[src/rtl/imuldiv_muldiv_dispatch_pkg.sv]
// Shared encodings for the mul/div dispatch front end: the muldiv request
// function codes, the dispatch FSM states and small fn decode helpers.
package imuldiv_muldiv_dispatch_pkg;

    localparam logic [2:0] FN_MUL  = 3'd0;
    localparam logic [2:0] FN_DIV  = 3'd1;
    localparam logic [2:0] FN_DIVU = 3'd2;
    localparam logic [2:0] FN_REM  = 3'd3;
    localparam logic [2:0] FN_REMU = 3'd4;

    typedef enum logic [1:0] {
        ST_IDLE  = 2'd0,
        ST_ISSUE = 2'd1,
        ST_WAIT  = 2'd2,
        ST_RESP  = 2'd3
    } state_t;

    // Codes 5..7 have no unit behind them.
    function automatic logic fn_legal(input logic [2:0] fn);
        return fn <= FN_REMU;
    endfunction

    // The divider takes a single signed/unsigned select bit.
    function automatic logic fn_signed(input logic [2:0] fn);
        return (fn == FN_DIV) || (fn == FN_REM);
    endfunction

endpackage

[src/rtl/imuldiv_muldiv_resp_buf.sv]
// One-entry result register for the dispatch unit. Loaded once per operation,
// then presented on a val/rdy output until the consumer takes it.
module imuldiv_muldiv_resp_buf #(
    parameter int W = 64
) (
    input  logic         clk,
    input  logic         reset,
    input  logic         ld,
    input  logic [W-1:0] ld_data,
    output logic         out_val,
    input  logic         out_rdy,
    output logic [W-1:0] out_data
);

    logic         full;
    logic [W-1:0] data;

    // Fill on load, drain on output fire; data is held while waiting.
    always_ff @(posedge clk) begin
        if (reset) begin
            full <= 1'b0;
            data <= '0;
        end else if (ld) begin
            full <= 1'b1;
            data <= ld_data;
        end else if (full && out_rdy) begin
            full <= 1'b0;
        end
    end

    assign out_val  = full;
    assign out_data = data;

endmodule

[src/rtl/imuldiv_muldiv_dispatch.sv]
// Front end of the iterative mul/div unit: accepts one request, issues it to
// the multiplier or divider, captures the 64-bit result and returns it.
// Optional feature: IMULDIV_DIVZERO_BYPASS_EN answers divide-by-zero
// requests locally with {a, all-ones} instead of dispatching them.
module imuldiv_muldiv_dispatch
    import imuldiv_muldiv_dispatch_pkg::*;
#(
    parameter int DW   = 32,
    parameter int FN_W = 3
) (
    input  logic            clk,
    input  logic            reset,
    input  logic [FN_W-1:0] muldivreq_msg_fn,
    input  logic [DW-1:0]   muldivreq_msg_a,
    input  logic [DW-1:0]   muldivreq_msg_b,
    input  logic            muldivreq_val,
    output logic            muldivreq_rdy,
    output logic [2*DW-1:0] muldivresp_msg_result,
    output logic            muldivresp_val,
    input  logic            muldivresp_rdy,
    output logic [DW-1:0]   mulreq_msg_a,
    output logic [DW-1:0]   mulreq_msg_b,
    output logic            mulreq_val,
    input  logic            mulreq_rdy,
    input  logic [2*DW-1:0] mulresp_msg_result,
    input  logic            mulresp_val,
    output logic            mulresp_rdy,
    output logic            divreq_msg_fn,
    output logic [DW-1:0]   divreq_msg_a,
    output logic [DW-1:0]   divreq_msg_b,
    output logic            divreq_val,
    input  logic            divreq_rdy,
    input  logic [2*DW-1:0] divresp_msg_result,
    input  logic            divresp_val,
    output logic            divresp_rdy
);

    state_t            state, state_n;
    logic [FN_W-1:0]   fn_q;
    logic [DW-1:0]     a_q, b_q;
    logic              latch;
    logic              buf_ld;
    logic [2*DW-1:0]   buf_din;
    logic              is_mul;

    assign is_mul        = (fn_q == FN_MUL);
    assign mulreq_msg_a  = a_q;
    assign mulreq_msg_b  = b_q;
    assign divreq_msg_a  = a_q;
    assign divreq_msg_b  = b_q;
    assign divreq_msg_fn = fn_signed(fn_q);

    // State and latched request registers.
    always_ff @(posedge clk) begin
        if (reset) begin
            state <= ST_IDLE;
            fn_q  <= '0;
            a_q   <= '0;
            b_q   <= '0;
        end else begin
            state <= state_n;
            if (latch) begin
                fn_q <= muldivreq_msg_fn;
                a_q  <= muldivreq_msg_a;
                b_q  <= muldivreq_msg_b;
            end
        end
    end

    // Next state and handshakes; only the selected unit ever sees val or rdy.
    always_comb begin
        state_n       = state;
        muldivreq_rdy = 1'b0;
        mulreq_val    = 1'b0;
        divreq_val    = 1'b0;
        mulresp_rdy   = 1'b0;
        divresp_rdy   = 1'b0;
        latch         = 1'b0;
        buf_ld        = 1'b0;
        buf_din       = '0;
        case (state)
            ST_IDLE: begin
                muldivreq_rdy = 1'b1;
                if (muldivreq_val) begin
                    latch = 1'b1;
                    if (!fn_legal(muldivreq_msg_fn)) begin
                        state_n = ST_RESP;
                        buf_ld  = 1'b1;
                    end
`ifdef IMULDIV_DIVZERO_BYPASS_EN
                    else if (muldivreq_msg_fn != FN_MUL && muldivreq_msg_b == '0) begin
                        state_n = ST_RESP;
                        buf_ld  = 1'b1;
                        buf_din = {muldivreq_msg_a, {DW{1'b1}}};
                    end
`endif
                    else begin
                        state_n = ST_ISSUE;
                    end
                end
            end
            ST_ISSUE: begin
                mulreq_val = is_mul;
                divreq_val = !is_mul;
                if (is_mul ? mulreq_rdy : divreq_rdy)
                    state_n = ST_WAIT;
            end
            ST_WAIT: begin
                mulresp_rdy = is_mul;
                divresp_rdy = !is_mul;
                if (is_mul ? mulresp_val : divresp_val) begin
                    state_n = ST_RESP;
                    buf_ld  = 1'b1;
                    buf_din = is_mul ? mulresp_msg_result : divresp_msg_result;
                end
            end
            ST_RESP: begin
                if (muldivresp_val && muldivresp_rdy)
                    state_n = ST_IDLE;
            end
            default: state_n = ST_IDLE;
        endcase
    end

    imuldiv_muldiv_resp_buf #(.W(2*DW)) u_resp_buf (
        .clk      (clk),
        .reset    (reset),
        .ld       (buf_ld),
        .ld_data  (buf_din),
        .out_val  (muldivresp_val),
        .out_rdy  (muldivresp_rdy),
        .out_data (muldivresp_msg_result)
    );

endmodule

[config.mk]
export PLATFORM = sky130hd
export DESIGN_NAME = imuldiv_muldiv_dispatch
export DESIGN_NICKNAME = d
export VERILOG_FILES = /design/src/rtl/imuldiv_muldiv_dispatch_pkg.sv /design/src/rtl/imuldiv_muldiv_resp_buf.sv /design/src/rtl/imuldiv_muldiv_dispatch.sv
export SDC_FILE = /design/constraint.sdc
export NUM_CORES = 1
export LEC_CHECK = 0
export BUFFER_PORTS_ARGS = -buffer_cell sky130_fd_sc_hd__clkbuf_2
export CAP_MARGIN = 10
export CELL_PAD_IN_SITES_DETAIL_PLACEMENT = 1
export CELL_PAD_IN_SITES_GLOBAL_PLACEMENT = 2
export CORE_ASPECT_RATIO = 0.8
export CORE_MARGIN = 1.5
export CORE_UTILIZATION = 21
export DETAILED_ROUTE_END_ITERATION = 8
export PLACE_DENSITY_LB_ADDON = 0.15
export SYNTH_ARGS = -nofsm -noshare
export SYNTH_HDL_FRONTEND = slang
export SYNTH_SLANG_ARGS = --single-unit
[constraint.sdc]
create_clock -name clk -period 2.3 [get_ports clk]
set_input_delay 0.345 -clock clk [delete_from_list [all_inputs] [get_ports clk]]
set_output_delay 0.345 -clock clk [all_outputs]
set_load 0.05 [all_outputs]
# Word-level counts from Yosys, hierarchy flattened

Cells that the tools add are included.

Reduce and logical (&&, ||, !) cells: 7
$add $sub $neg: 0
$lt $le $gt $ge: 1
Shift operators: 0
Divide/modulo/power cells: 0
Eq/ne operators: 9
Bitwise gates (word level): 0
Muxes and demuxes: 24
$mul: 0

Operators with widths:

| kind                                                  | count |
|---|---|
| two-way mux 64 bit                                    | 3 |
| two-way mux 1 bit                                     | 14 |
| two-way mux 2 bit                                     | 5 |
| != test 2 bit, second input constant                  | 4 |
| one-hot mux 2 bit (4 select lines)                    | 1 |
| == test 2 bit, second input constant                  | 2 |
| AND reduction 4 bit                                   | 1 |
| == test 3 x 1 -> 1 bit, second input constant         | 1 |
| == test 3 x 2 -> 1 bit, second input constant         | 1 |
| less-or-equal comparator 3 bit, second input constant | 1 |
| zero test 3 bit                                       | 1 |
| == test 2 x 1 -> 1 bit, second input constant         | 1 |
| zero test 2 bit                                       | 1 |
| one-hot mux 1 bit (2 select lines)                    | 1 |
| nonzero test 2 bit                                    | 1 |
| logical AND 1 bit                                     | 1 |
| zero test 1 bit                                       | 1 |
| logical OR 1 bit                                      | 1 |

Bits in latches: 0
Bits in read-only memories: 0
Word-level logic and storage cells: 47
Memories kept: 0
RAM bits: 0
Register bits: 134

# Logic depth before layout (Yosys ltp)

Gate-level depths: netlist of run 1.

Depth after elaboration: 5
Depth in mapped cells: 8

# By module

From an unflattened synthesis of run 1, not the netlist that was laid out.

Cells, all modules: 813
Area, all modules: 6257.3 um2

By module, submodules not included:

| module                  | area each (um2) | instances | cells each | sequential area each (um2) |
|---|---|---|---|---|
| imuldiv_muldiv_dispatch | 3912.5          | 1         | 603        | 1381.3 |
| imuldiv_muldiv_resp_buf | 2344.7          | 1         | 210        | 1301.2 |

# Least setup slack after synthesis of run 1

Ideal clock, no wire load.

Path type: reg2reg
From: register state[1]
To: register u_resp_buf.data[10] (netlist: u_resp_buf.out_data[10])
Cell stages (with the launch flop): 9
Buffers on the path: 2
Period minus slack after synthesis: 2145 ps
Setup slack: 155 ps
Library setup time: 132 ps
Arrival time: 2013 ps
Required time: 2168 ps
Path through: dfxtp_1 -> inv_1 -> ha_1 -> nand2_1 -> or2_2 -> clkbuf_1 -> buf_1 -> nand3_1 -> a21oi_1

Longest elaborated chain between the ends: 2
Elaborated cells between the ends (all ways): 4

Ends and longest elaborated chain:

| element                                                                         | RTL line                      | RTL |
|---|---|---|
| start, declared                                                                 | imuldiv_muldiv_dispatch.sv:38 | `state_t state, state_n;` |
| start signal, assigned                                                          | imuldiv_muldiv_dispatch.sv:61 | `state <= state_n;` |
| == test 2 bit / zero test 2 bit (equally long branches)                         | imuldiv_muldiv_dispatch.sv:81 | `case (state)` |
| one-hot mux 1 bit (2 select lines) / two-way mux 64 bit (equally long branches) | imuldiv_muldiv_dispatch.sv:81 |  |
| end signal, assigned                                                            | imuldiv_muldiv_resp_buf.sv:25 | `data <= ld_data;` |
| end, declared                                                                   | imuldiv_muldiv_resp_buf.sv:16 | `logic [W-1:0] data;` |

Several ways; a longest one is shown, not always the timed one.
A chain may end at the register's enable or synchronous reset.

# Final worst setup path of run 1

From: register fn_q[2]
To: output divresp_rdy

Longest elaborated chain between the ends: 3

Ends and longest elaborated chain:

| element                | RTL line                       | RTL |
|---|---|---|
| start, declared        | imuldiv_muldiv_dispatch.sv:39  | `logic [FN_W-1:0] fn_q;` |
| start signal, assigned | imuldiv_muldiv_dispatch.sv:63  | `fn_q <= muldivreq_msg_fn;` |
| zero test 3 bit        | imuldiv_muldiv_dispatch.sv:46  | `assign is_mul = (fn_q == FN_MUL);` |
| zero test 1 bit        | imuldiv_muldiv_dispatch.sv:110 | `divresp_rdy = !is_mul;` |
| two-way mux 1 bit      | imuldiv_muldiv_dispatch.sv:81  |  |
| end, declared          | imuldiv_muldiv_dispatch.sv:35  | `output logic divresp_rdy` |

Every way passes these cells.

==> results.md, run 1 <==
### Status
* outcome: finished, final reports clean

### Power
* static leakage power: 4.08 nW
* power per cell area: 1150 nW/µm²
* Max rail drop VDD: 0.000478 V

### Setup path
* origin of the critical flop-to-flop path: state[0]
* flop-to-flop setup slack: 0.33 ns
* Setup Crit Path Kind: reg -> out
* required time at the worst-slack endpoint: 1.96 ns
* Critical path origin: fn_q[2]
* reg2reg path depth: 7
* highest fanout seen on the critical path: 7
* kind of end point of the critical path: output port
* worst flop-to-flop path endpoint: u_resp_buf.out_data[12]
* Worst EP arrival: 1.85 ns
* CP Launch Type: flip-flop

### GRT
* GR Overflow Total: 0
* number of antenna violations at the first check in global routing: 1
* GR Util All Layers: 15.9%
* pin count of the biggest net entering global routing: 68
* first-pass GRT wire length: 37.1 mm
* vias in the first global route: 6414

### Layout
* storage element area: 2680 µm²
* final cell area excluding filler cells: 8620 µm²
* Filler cells: 3565
* fraction of layout cells with a size suffix above 1: 39.8%
* total area of multi-input combinational cells: 2720 µm²
* # nets final: 1330
* signed area change from the synthesized netlist to the final layout: 40.0%

### Placement
* RePlAce Congestion: 0.703
* estimated wirelength of the detail-placed design: 17.8 mm
* buffers added on ports: 401
* placed inst area: 8040 µm²

### Logic synthesis
* register bit total from synthesis: 134
* largest cells by area after synthesis: dfxtp_1 (44%), nand2_1 (16%), a21oi_1 (11%)
* number of warnings issued by yosys: 0
* cell accounting for the most synthesized area: dfxtp_1
* mean area per synthesized cell: 7.49 µm²
* count of cell types in the netlist: 31
* area share of the largest cell type after synthesis: 43.6%
* summed instance area of the synthesized netlist: 6160 µm²
* Synth Instances: 822
* Post-Syn Nets: 1029
* share of the yosys chip area belonging to registers: 43.6%

### Floorplan
* standard cell core area: 28600 µm²
* effective utilization at floorplan: 21.6%
* die area: 30400 µm²
* Die Height: 156 µm
* horizontal extent of the die: 194 µm
* placement row count: 55
* I/O pin cnt: 402

### STA
* highest achievable clock rate: 456 MHz
* Slew headroom: 48.2%
* final-layout worst hold slack: 0.136 ns
* setup TNS: 0 ns
* setup repair after global routing missed its margin: false
* slew at the pin closest to its max-slew limit: 0.778 ns
* final count of pins violating max slew: 0
* number of failing hold endpoints at the final stage: 0
* final count of negative-setup-slack endpoints: 0
* Min Clock Period, post-route: 2.19 ns
* worst clock skew: 0.00816 ns
* Period Utilization, post-route: 95.3%

### Drt
* average routed wire per standard cell: 16.4 µm
* vias: 6457
* antenna-violating nets left: 0
* Detailed Route WL: 24.7 mm
* routed vias/inst: 4.28
* number of optimization iterations in the first detailed-route pass: 4
* DRC violations left: 0
* DR iter-0 viols: 196

### CTS
* post-CTS setup repair buffer count: 0
* later-pin clock latency in the skew report: 0.42 ns
* clock tree from TritonCTS: yes
* Max Root-Sink Buffers: 2
* total number of H-tree levels: 4
* hold bufs inserted after CTS: 0
* clock sinks: 134
* master cell of the clock root buffer: clkbuf_16
* post-CTS resize count: 0
* total CTS buffers: 17
* CTS clk-pin slew, worst paths: 0.06 ns

### Min path
* Worst Hold End: divreq_msg_b[31]
* instance count along the most critical hold path: 3
* worst min path class: in -> reg
* launch instance of the worst min-delay path: muldivreq_msg_b[31]

### Flow run
* max-cap violations: 0

==> where the power goes <==
group	switching, W	internal, W
Sequential	0.000272	0.00265
Combinational	0.00331	0.00100
Clock	0.00109	0.00157
==> synth_stat cells (all sizes together) <==
cell type  number
a211oi          1
a21o           64
a21oi         132
a311o           1
a311oi          1
a31oi           2
and2            5
and2b           1
buf            91
clkbuf         39
dfxtp         134
ha              4
inv             3
nand2         265
nand2b          1
nand3          64
nand4           1
nor2            2
nor2b           1
nor3            1
nor4b           1
o211ai          1
o21ai           2
o31a            1
o31ai           1
or2             1
or3             1
or3b            1
==> cells by family (layout without fill, tap and decap cells) <==
| family | count (synthesis) | after routing | share of synthesized area (%) |
|---|---|---|---|
| AND/OR/NAND/NOR | 345 | 345 | 23.2 |
| AO/OA/AOI/OAI | 206 | 206 | 19.9 |
| flip-flops | 134 | 134 | 43.6 |
| buffers and inverters | 133 | 447 | 12.6 |
| adder cells (fa/ha/maj) | 4 | 4 | 0.813 |
| other | 0 | 1 | 0 |
==> how the worst max path moves through the flow <==
stage | endpoint | slack, ns | cells past startpoint
floorplan | u_resp_buf.out_data[10] | 0.15 | 8
global placement | u_resp_buf.out_data[40] | 0.38 | 7
detailed placement | u_resp_buf.out_data[32] | 0.33 | 7
CTS | divresp_rdy | 0.07 | 3
global route | divreq_val | 0.02 | 3
finish | divresp_rdy | 0.11 | 3
==> placed cells by master (no fill, tap or decap), types with 2 or more instances in the layout <==
master	Yosys	routed
a21o_1	64	64
a21oi_1	132	132
a31oi_1	2	2
and2_1	5	4
buf_12	0	6
buf_4	67	6
clkbuf_16	0	17
clkbuf_2	0	400
clkbuf_8	0	3
clkinv_2	0	3
clkinvlp_4	0	5
dfxtp_1	134	134
ha_1	4	4
inv_1	3	3
nand2_1	265	264
nand3_1	64	64
nor2_1	2	2
==> registers in the layout, indices dropped and copies added, names as in the netlist <==
signal,count
fn_q,3
divreq_msg_a,32
u_resp_buf.out_val,1
divreq_msg_b,32
u_resp_buf.out_data,64
state,2
==> layout make-up <==
class | count | area share (%)
clock buffers | 21 | 5.46
clock inverters | 11 | 1.16
diodes | 1 | 0.0290
multi-input cells | 555 | 31.6
well taps | 370 | 5.37
inverters | 3 | 0.131
repair buffers | 412 | 25.1
flip-flops and latches | 134 | 31.1
==> routing by layer <==
layer | track usage, % | vias up | routed length (µm)
met3 | 4.35 | 13 | 1550
li1 | - | 3251 | -
met5 | 0 | - | 0
met1 | 20.3 | 2970 | 11400
met4 | 4.24 | 0 | 202
met2 | 26.3 | 223 | 11500
==> per-stage QoR <==
stage          worst slack [ns]  total power, W  cells  util [%]
4_1_cts                  0.0738          0.0101   1506      30.2
2_1_floorplan             0.155         0.00638    822         -
3_5_place_dp              0.330         0.00737   1474      28.2
3_3_place_gp              0.382         0.00736   1474      28.2
5_1_grt                  0.0244          0.0105   1506      30.2
6_report                  0.109         0.00990   1507      30.2
==> worst max-delay path, cell delays in order, from the launching register on <==
cell and delay [ns]:
dfxtp_1 0.39, or3_2 0.61, and2_1 0.20, clkbuf_2 0.23
Power figures use the tool's default switching activity.
==> run 2: changes to the inputs <==
CTS_BUF_LIST = sky130_fd_sc_hd__clkbuf_16   (was unset)
SYNTH_HIERARCHICAL = 1   (was unset)
==> run 2 against run 1 <==
Die area increased by 1.6%. Global-route usage decreased by 0.12 points. Wire length increased by 1.3%. Design area increased by 2.1%. Cell count increased by 0.60%. Clock power increased by 8.6%. Setup slack improved by 0.073 ns. Highest routed layer is now met5. Count of clock-buffer cells in the layout decreased by 4. Sequential power decreased by 3%. Register-to-register slack got worse by 0.14 ns.
==> results.md, run 2 <==
### Status
* outcome: finished, final reports clean, unchanged

### Setup path
* kind of end point of the critical path: output port, unchanged
* dominant delay contributor by cell family on the critical path: simple AND/OR/NAND/NOR gates, unchanged
* Worst EP arrival: 1.77 ns, was 1.85 ns
* peak per-stage delay on the critical path: 0.45 ns, was 0.61 ns
* worst flop-to-flop path endpoint: u_resp_buf/out_data[19], was u_resp_buf.out_data[12]
* slowest cell on the critical path: or3_4, was or3_2
* Crit. path cell count: 4, was 3
* reg2reg path depth: 7, unchanged
* origin of the critical flop-to-flop path: fn_q[2], was state[0]
* list of cells traversed by the critical path: or3_4 > buf_12 > and2_1 > clkbuf_4, was or3_2 > and2_1 > clkbuf_2
* Setup Crit Path Kind: reg -> out, unchanged
* CP Launch Type: flip-flop, unchanged
* required time at the worst-slack endpoint: 1.96 ns, about the same
* Worst setup endpoint: divreq_val, was divresp_rdy
* Critical path origin: fn_q[2], unchanged
* combined buffer and inverter count along the critical path: 2, was 1
* highest fanout seen on the critical path: 22, was 7
* flop-to-flop setup slack: 0.19 ns, was 0.33 ns

### Floorplan
* I/O pin cnt: 402, unchanged
* placement row count: 56, was 55
* effective utilization at floorplan: 21.4%, was 21.6%
* standard cell core area: 29300 µm², was 28600 µm²
* Die Height: 157 µm, was 156 µm
* horizontal extent of the die: 196 µm, was 194 µm
* die area: 30800 µm², was 30400 µm²

### Logic synthesis
* share of the yosys chip area belonging to registers: 42.9%, was 43.6%
* cell accounting for the most synthesized area: dfxtp_1, unchanged
* count of cell types in the netlist: 25, was 31
* Synth Instances: 813, was 822
* register bit total from synthesis: 134, unchanged
* Post-synth EDFFs: 0, unchanged
* library cell with the highest instance count after synthesis: nand2_1, unchanged
* summed instance area of the synthesized netlist: 6260 µm², was 6160 µm²
* asr flop ratio synth: 0%, unchanged
* number of warnings issued by yosys: 6, was 0
* commonest cells in the synthesized netlist: nand2_1 (265), a21oi_1 (135), dfxtp_1 (134), was nand2_1 (265), dfxtp_1 (134), a21oi_1 (132)
* Post-Syn Nets: 1020, was 1029
* ys flop type: dfxtp_1, unchanged
* largest cells by area after synthesis: dfxtp_1 (43%), nand2_1 (16%), a21oi_1 (11%), was dfxtp_1 (44%), nand2_1 (16%), a21oi_1 (11%)
* mean area per synthesized cell: 7.70 µm², was 7.49 µm²
* area share of the largest cell type after synthesis: 42.9%, was 43.6%

### Power
* power spent charging and discharging nets: 0.00477 W, was 0.00468 W
* power per cell area: 1180 nW/µm², was 1150 nW/µm²
* internal power summed over all cells: 0.00564 W, was 0.00523 W
* part of the total power dissipated in the clock network: 27.7%, was 26.9%
* overall power consumption: 0.0104 W, was 0.00990 W
* power share of the combinational group: 45.0%, was 43.6%
* part of the power in registers: 27.2%, was 29.5%
* Max rail drop VDD: 0.000548 V, was 0.000478 V
* switching portion of total power: 45.8%, was 47.2%
* static leakage power: 4.25 nW, was 4.08 nW

### STA
* final count of negative-setup-slack endpoints: 0, unchanged
* Period Utilization, post-route: 92.1%, was 95.3%
* number of failing hold endpoints at the final stage: 0, unchanged
* slew at the pin closest to its max-slew limit: 0.757 ns, was 0.778 ns
* setup repair after global routing missed its margin: false, unchanged
* final-layout worst hold slack: 0.134 ns, was 0.136 ns
* Min Clock Period, post-route: 2.12 ns, was 2.19 ns
* setup TNS: 0 ns, unchanged
* final count of pins violating max slew: 0, unchanged
* Slew headroom: 49.5%, was 48.2%
* worst clock skew: 0.0138 ns, was 0.00816 ns
* highest achievable clock rate: 472 MHz, was 456 MHz

### GRT
* vias in the first global route: 6468, was 6414
* first-pass GRT wire length: 37.0 mm, was 37.1 mm
* GR Overflow Total: 0, unchanged
* number of antenna violations at the first check in global routing: 3, was 1
* pin count of the biggest net entering global routing: 68, unchanged
* GR Util All Layers: 15.7%, was 15.9%

### Placement
* estimated wirelength of the detail-placed design: 18.1 mm, was 17.8 mm
* placed inst area: 8110 µm², was 8040 µm²
* buffers added on ports: 401, unchanged
* cell count after placement: 1481, was 1474
* RePlAce Congestion: 0.716, was 0.703

### CTS
* Max Root-Sink Buffers: 2, unchanged
* post-CTS setup repair buffer count: 0, unchanged
* clock tree from TritonCTS: yes, unchanged
* hold bufs inserted after CTS: 0, unchanged
* later-pin clock latency in the skew report: 0.42 ns, about the same
* clock sinks: 134, unchanged
* master cell of the clock root buffer: clkbuf_16, unchanged
* total number of H-tree levels: 4, unchanged
* total CTS buffers: 17, unchanged
* CTS clk-pin slew, worst paths: 0.07 ns, was 0.06 ns

### Layout
* final cell area excluding filler cells: 8800 µm², was 8620 µm²
* most frequent cells in the layout: clkbuf_2 (398), nand2_1 (264), a21oi_1 (135), was clkbuf_2 (400), nand2_1 (264), dfxtp_1 (134)
* max FFs per register: 64, unchanged
* # nets final: 1332, was 1330
* fraction of layout cells with a size suffix above 1: 39.8%, about the same
* most frequent standard cell in the layout excluding fill and tap cells: clkbuf_2, unchanged
* storage element area: 2680 µm², unchanged
* total area of multi-input combinational cells: 2760 µm², was 2720 µm²
* signed area change from the synthesized netlist to the final layout: 40.7%, was 40.0%
* post-route insts no fill: 1516, was 1507
* Filler cells: 3666, was 3565

### Drt
* vias: 6317, was 6457
* routed vias/inst: 4.17, was 4.28
* DR iter-0 viols: 168, was 196
* Detailed Route WL: 25.0 mm, was 24.7 mm
* antenna-violating nets left: 0, unchanged
* average routed wire per standard cell: 16.5 µm, was 16.4 µm
* DRC violations left: 0, unchanged
* number of optimization iterations in the first detailed-route pass: 4, unchanged

### Min path
* worst min path class: in -> reg, unchanged

### Flow run
* max-cap violations: 0, unchanged

## run 2: layout make-up
cell class / count / share of cell area, %
Multi-Input combinational cell: 552 / 31.4
Sequential cell: 134 / 30.5
Timing Repair Buffer: 416 / 25.6
Tap cell: 377 / 5.36
Clock buffer: 17 / 4.83
Clock inverter: 15 / 2.12
Inverter: 4 / 0.171
Antenna cell: 1 / 0.0284
## run 2: worst min path at each step
stage | startpoint | end | slack, ns | cells after the start
final | muldivreq_msg_b[7] | divreq_msg_b[7] | 0.13 | 3
after global routing | muldivreq_msg_a[17] | divreq_msg_a[17] | 0.12 | 3
after CTS | muldivreq_msg_b[17] | divreq_msg_b[17] | 0.11 | 3
after detailed placement | divreq_msg_b[21] | divreq_msg_b[21] | 0.47 | 2
after global placement | divreq_msg_b[30] | divreq_msg_b[30] | 0.46 | 2
after floorplan | fn_q[1] | fn_q[1] | 0.44 | 2
## run 2: stage by stage
step	worst slack [ns]	util [%]
floorplan	0.0190	-
global placement	0.194	27.7
detailed placement	0.151	27.7
CTS	0.0186	29.8
global route	0.0302	30.0
finish	0.182	30.0
## run 2: cells by family (layout without fill, tap and decap cells)
group,after synthesis,in the layout,synth area share [%]
other cells,0,1,0
simple gates,341,341,20.8
mux,65,65,10.4
flops,134,134,42.9
fa+ha+maj,4,4,0.800
compound gates,142,142,11.7
buf+inv,127,452,13.4
## run 2: power groups by stage
stage,registers [W],logic [W],clock network [W]
finish,0.00284,0.00469,0.00289
global route,0.00289,0.00507,0.00311
CTS,0.00284,0.00469,0.00302
detailed placement,0.00289,0.00466,0
global placement,0.00288,0.00467,0
floorplan,0.00373,0.00288,0
## run 2: repair_timing
item	in CTS	in global routing
resized for setup	5	2
endpoints found under the setup margin	2	37
gates cloned	0	2
## run 2: worst reg2reg max path, cell delays in order (launching register included)
cell and delay, ns:
dfxtp_1 0.34, or3_4 0.45, mux2i_1 0.17, nand2b_2 0.23, o21ai_4 0.20, buf_12 0.29, mux2i_1 0.26, nor2_1 0.06
## run 2: metal layers
layer | GRT usage [%] | up-vias | wire [µm]
met5 | 0 | - | 11
met4 | 4.21 | 2 | 244
met3 | 5.55 | 18 | 1930
met2 | 26.2 | 232 | 11600
met1 | 19.3 | 2890 | 11200
li1 | - | 3175 | -
==> run 3: changes to the inputs <==
ABC_AREA = 1   (was unset)
CORE_MARGIN = unset   (was 1.5)
==> run 3 against run 2 <==
First-iteration DRC count grew 23%. Combinational power rose by 64%. Total power up 34%. Fmax grew 4.2%. Hold slack improved by 0.011 ns. Sequential power increased by 21%. Critical path depth is 1 higher. Die area is 2.2% higher. Synthesized cell count is 10% higher. Via count grew 5.8%. Critical endpoint is now mulresp_rdy.
==> results.md, run 3 <==
### Placement
* estimated wirelength of the detail-placed design: 18.8 mm, was 18.1 mm
* buffers added on ports: 401, unchanged
* RePlAce Congestion: 0.718, was 0.716
* Post-Place Worst Slack: 0.257 ns, was 0.151 ns

### Drt
* average routed wire per standard cell: 15.7 µm, was 16.5 µm
* number of optimization iterations in the first detailed-route pass: 4, unchanged
* Detailed Route WL: 25.6 mm, was 25.0 mm
* routed vias/inst: 4.09, was 4.17
* antenna-violating nets left: 0, unchanged
* DRC violations left: 0, unchanged
* vias: 6683, was 6317
* DR iter-0 viols: 207, was 168

### Setup path
* library cell appearing most often on the critical path: inv_1
* peak per-stage delay on the critical path: 0.32 ns, was 0.45 ns
* combined buffer and inverter count along the critical path: 3, was 2
* Crit. path cell count: 5, was 4
* CP Launch Type: flip-flop, unchanged
* slowest cell on the critical path: dfxtp_1, was or3_4
* reg2reg path depth: 8, was 7
* required time at the worst-slack endpoint: 1.96 ns, about the same
* Setup Crit Path Kind: reg -> out, unchanged
* Worst EP arrival: 1.69 ns, was 1.77 ns
* highest fanout seen on the critical path: 4, was 22
* dominant delay contributor by cell family on the critical path: buffers and inverters, was simple AND/OR/NAND/NOR gates
* kind of end point of the critical path: output port, unchanged
* list of cells traversed by the critical path: inv_1 > ha_1 > inv_1 > nor2_1 > clkbuf_2, was or3_4 > buf_12 > and2_1 > clkbuf_4

### GRT
* pin count of the biggest net entering global routing: 71, was 68
* first-pass GRT wire length: 38.7 mm, was 37.0 mm
* GR Util All Layers: 16.0%, was 15.7%
* number of antenna violations at the first check in global routing: 2, was 3
* GR Overflow Total: 0, unchanged
* vias in the first global route: 6668, was 6468

### STA
* setup repair after global routing missed its margin: false, unchanged
* worst clock skew: 0.0102 ns, was 0.0138 ns
* Slew headroom: 56.1%, was 49.5%
* Min Clock Period, post-route: 2.03 ns, was 2.12 ns
* final worst slack: 0.267 ns, was 0.182 ns
* Period Utilization, post-route: 88.4%, was 92.1%
* setup TNS: 0 ns, unchanged
* final count of pins violating max slew: 0, unchanged
* slew at the pin closest to its max-slew limit: 0.658 ns, was 0.757 ns
* highest achievable clock rate: 492 MHz, was 472 MHz
* number of failing hold endpoints at the final stage: 0, unchanged
* final count of negative-setup-slack endpoints: 0, unchanged

### Logic synthesis
* asr flop ratio synth: 0%, unchanged
* ys flop type: dfxtp_1, unchanged
* commonest cells in the synthesized netlist: nor2_1 (258), nand2_1 (140), dfxtp_1 (134), o21ai_0 (134), buf_4 (70), was nand2_1 (265), a21oi_1 (135), dfxtp_1 (134)
* share of the yosys chip area belonging to registers: 41.5%, was 42.9%
* summed instance area of the synthesized netlist: 6470 µm², was 6260 µm²
* largest cells by area after synthesis: dfxtp_1 (41%), nor2_1 (15%), o21ai_0 (10%), was dfxtp_1 (43%), nand2_1 (16%), a21oi_1 (11%)
* mean area per synthesized cell: 7.22 µm², was 7.70 µm²
* register bit total from synthesis: 134, unchanged
* Post-synth EDFFs: 0, unchanged
* Post-Syn Nets: 1103, was 1020
* area share of the largest cell type after synthesis: 41.5%, was 42.9%
* Synth Instances: 896, was 813
* number of warnings issued by yosys: 6, unchanged
* count of cell types in the netlist: 23, was 25
* cell accounting for the most synthesized area: dfxtp_1, unchanged
* library cell with the highest instance count after synthesis: nor2_1, was nand2_1

### Floorplan
* Die Height: 159 µm, was 157 µm
* horizontal extent of the die: 198 µm, was 196 µm
* placement row count: 57, was 56
* I/O pin cnt: 402, unchanged
* die area: 31500 µm², was 30800 µm²
* standard cell core area: 30300 µm², was 29300 µm²
* effective utilization at floorplan: 21.3%, was 21.4%

### Status
* outcome: finished, final reports clean, unchanged

### Layout
* # nets final: 1411, was 1332
* fraction of layout cells with a size suffix above 1: 42.2%, was 39.8%
* most frequent cells in the layout: clkbuf_2 (401), nor2_1 (258), nand2_1 (138), was clkbuf_2 (398), nand2_1 (264), a21oi_1 (135)
* max FFs per register: 64, unchanged
* signed area change from the synthesized netlist to the final layout: 37.2%, was 40.7%
* most frequent standard cell in the layout excluding fill and tap cells: clkbuf_2, unchanged

### CTS
* hold bufs inserted after CTS: 0, unchanged
* CTS clk-pin slew, worst paths: 0.06 ns, was 0.07 ns
* total CTS buffers: 17, unchanged
* later-pin clock latency in the skew report: 0.42 ns, about the same
* clock sinks: 134, unchanged
* clock tree from TritonCTS: yes, unchanged
* post-CTS resize count: 0, was 5
* Max Root-Sink Buffers: 2, unchanged
* post-CTS setup repair buffer count: 0, unchanged
* master cell of the clock root buffer: clkbuf_16, unchanged
* total number of H-tree levels: 4, unchanged

### Power
* power per cell area: 1570 nW/µm², was 1180 nW/µm²
* Max rail drop VDD: 0.000743 V, was 0.000548 V
* static leakage power: 4.50 nW, was 4.25 nW

### Min path
* instance count along the most critical hold path: 2, was 3
* worst min path class: in -> reg, unchanged

### Flow run
* max-cap violations: 0, unchanged

-- run 3: cell types whose count changed in the layout (fill, tap and decap cells not counted), moves of 5 or more --
cell | before | now
nor2_1 | 66 | 258
o21ai_0 | 1 | 134
nand2_1 | 264 | 138
a21oi_1 | 135 | 17
mux2i_1 | 65 | 0
a21oi_2 | 0 | 50
nor2_2 | 0 | 9
buf_4 | 6 | 11
nand3_1 | 0 | 5
-- run 3: per-layer routing --
layer | global-route usage, % | share of wire [%] | vias up
met4 | 4.65 | 1.1 | 0
met5 | 0 | 0 | -
met1 | 20.3 | 45 | 3069
met2 | 26.4 | 48 | 201
li1 | - | - | 3399
met3 | 4.32 | 6.4 | 14
-- run 3: worst paths after layout --
kind / slack (ns) / end / startpoint
worst min-delay path: 0.15 / u_resp_buf/out_val / reset
worst min register to register: 0.49 / u_resp_buf/out_val / u_resp_buf/out_val
worst max-delay path: 0.27 / mulresp_rdy / state[0]
worst max register to register: 0.29 / divreq_msg_a[18] / state[0]
-- run 3: cell type report --
cell class | count | area, µm²
inverter | 14 | 55.1
sequential | 134 | 2680
clock inverter | 15 | 163
tap | 413 | 517
fill | 3835 | 21400
timing repair buffer | 415 | 2150
multi-input combinational | 622 | 2880
clock buffer | 17 | 425
antenna | 2 | 5.00
-- run 3: where the power goes --
part	switching [W]	internal, W
clock	0.00109	0.00169
sequential	0.000441	0.00300
combinational	0.00608	0.00162
-- run 3: through the flow --
| step | hold slack [ns] | area [µm²] | total power [W] | cells | util, % |
|---|---|---|---|---|---|
| 6_report | 0.145 | 8880 | 0.0139 | 1632 | 29.3 |
| 5_1_grt | 0.127 | 8880 | 0.0148 | 1632 | 29.3 |
| 4_1_cts | 0.120 | 8870 | 0.0142 | 1630 | 29.3 |
| 3_5_place_dp | 0.482 | 8280 | 0.0113 | 1598 | 27.3 |
| 3_3_place_gp | 0.477 | 8280 | 0.0113 | 1598 | 27.3 |
| 2_1_floorplan | 0.407 | 6470 | 0.00978 | 896 | - |
-- run 3: cells by family after synthesis --
logic type / synth area share (%)
AO/OA/AOI/OAI: 18.6
adder cells (fa/ha/maj): 0.774
buffers and inverters: 14.3
flip-flops: 41.5
AND/OR/NAND/NOR: 24.9
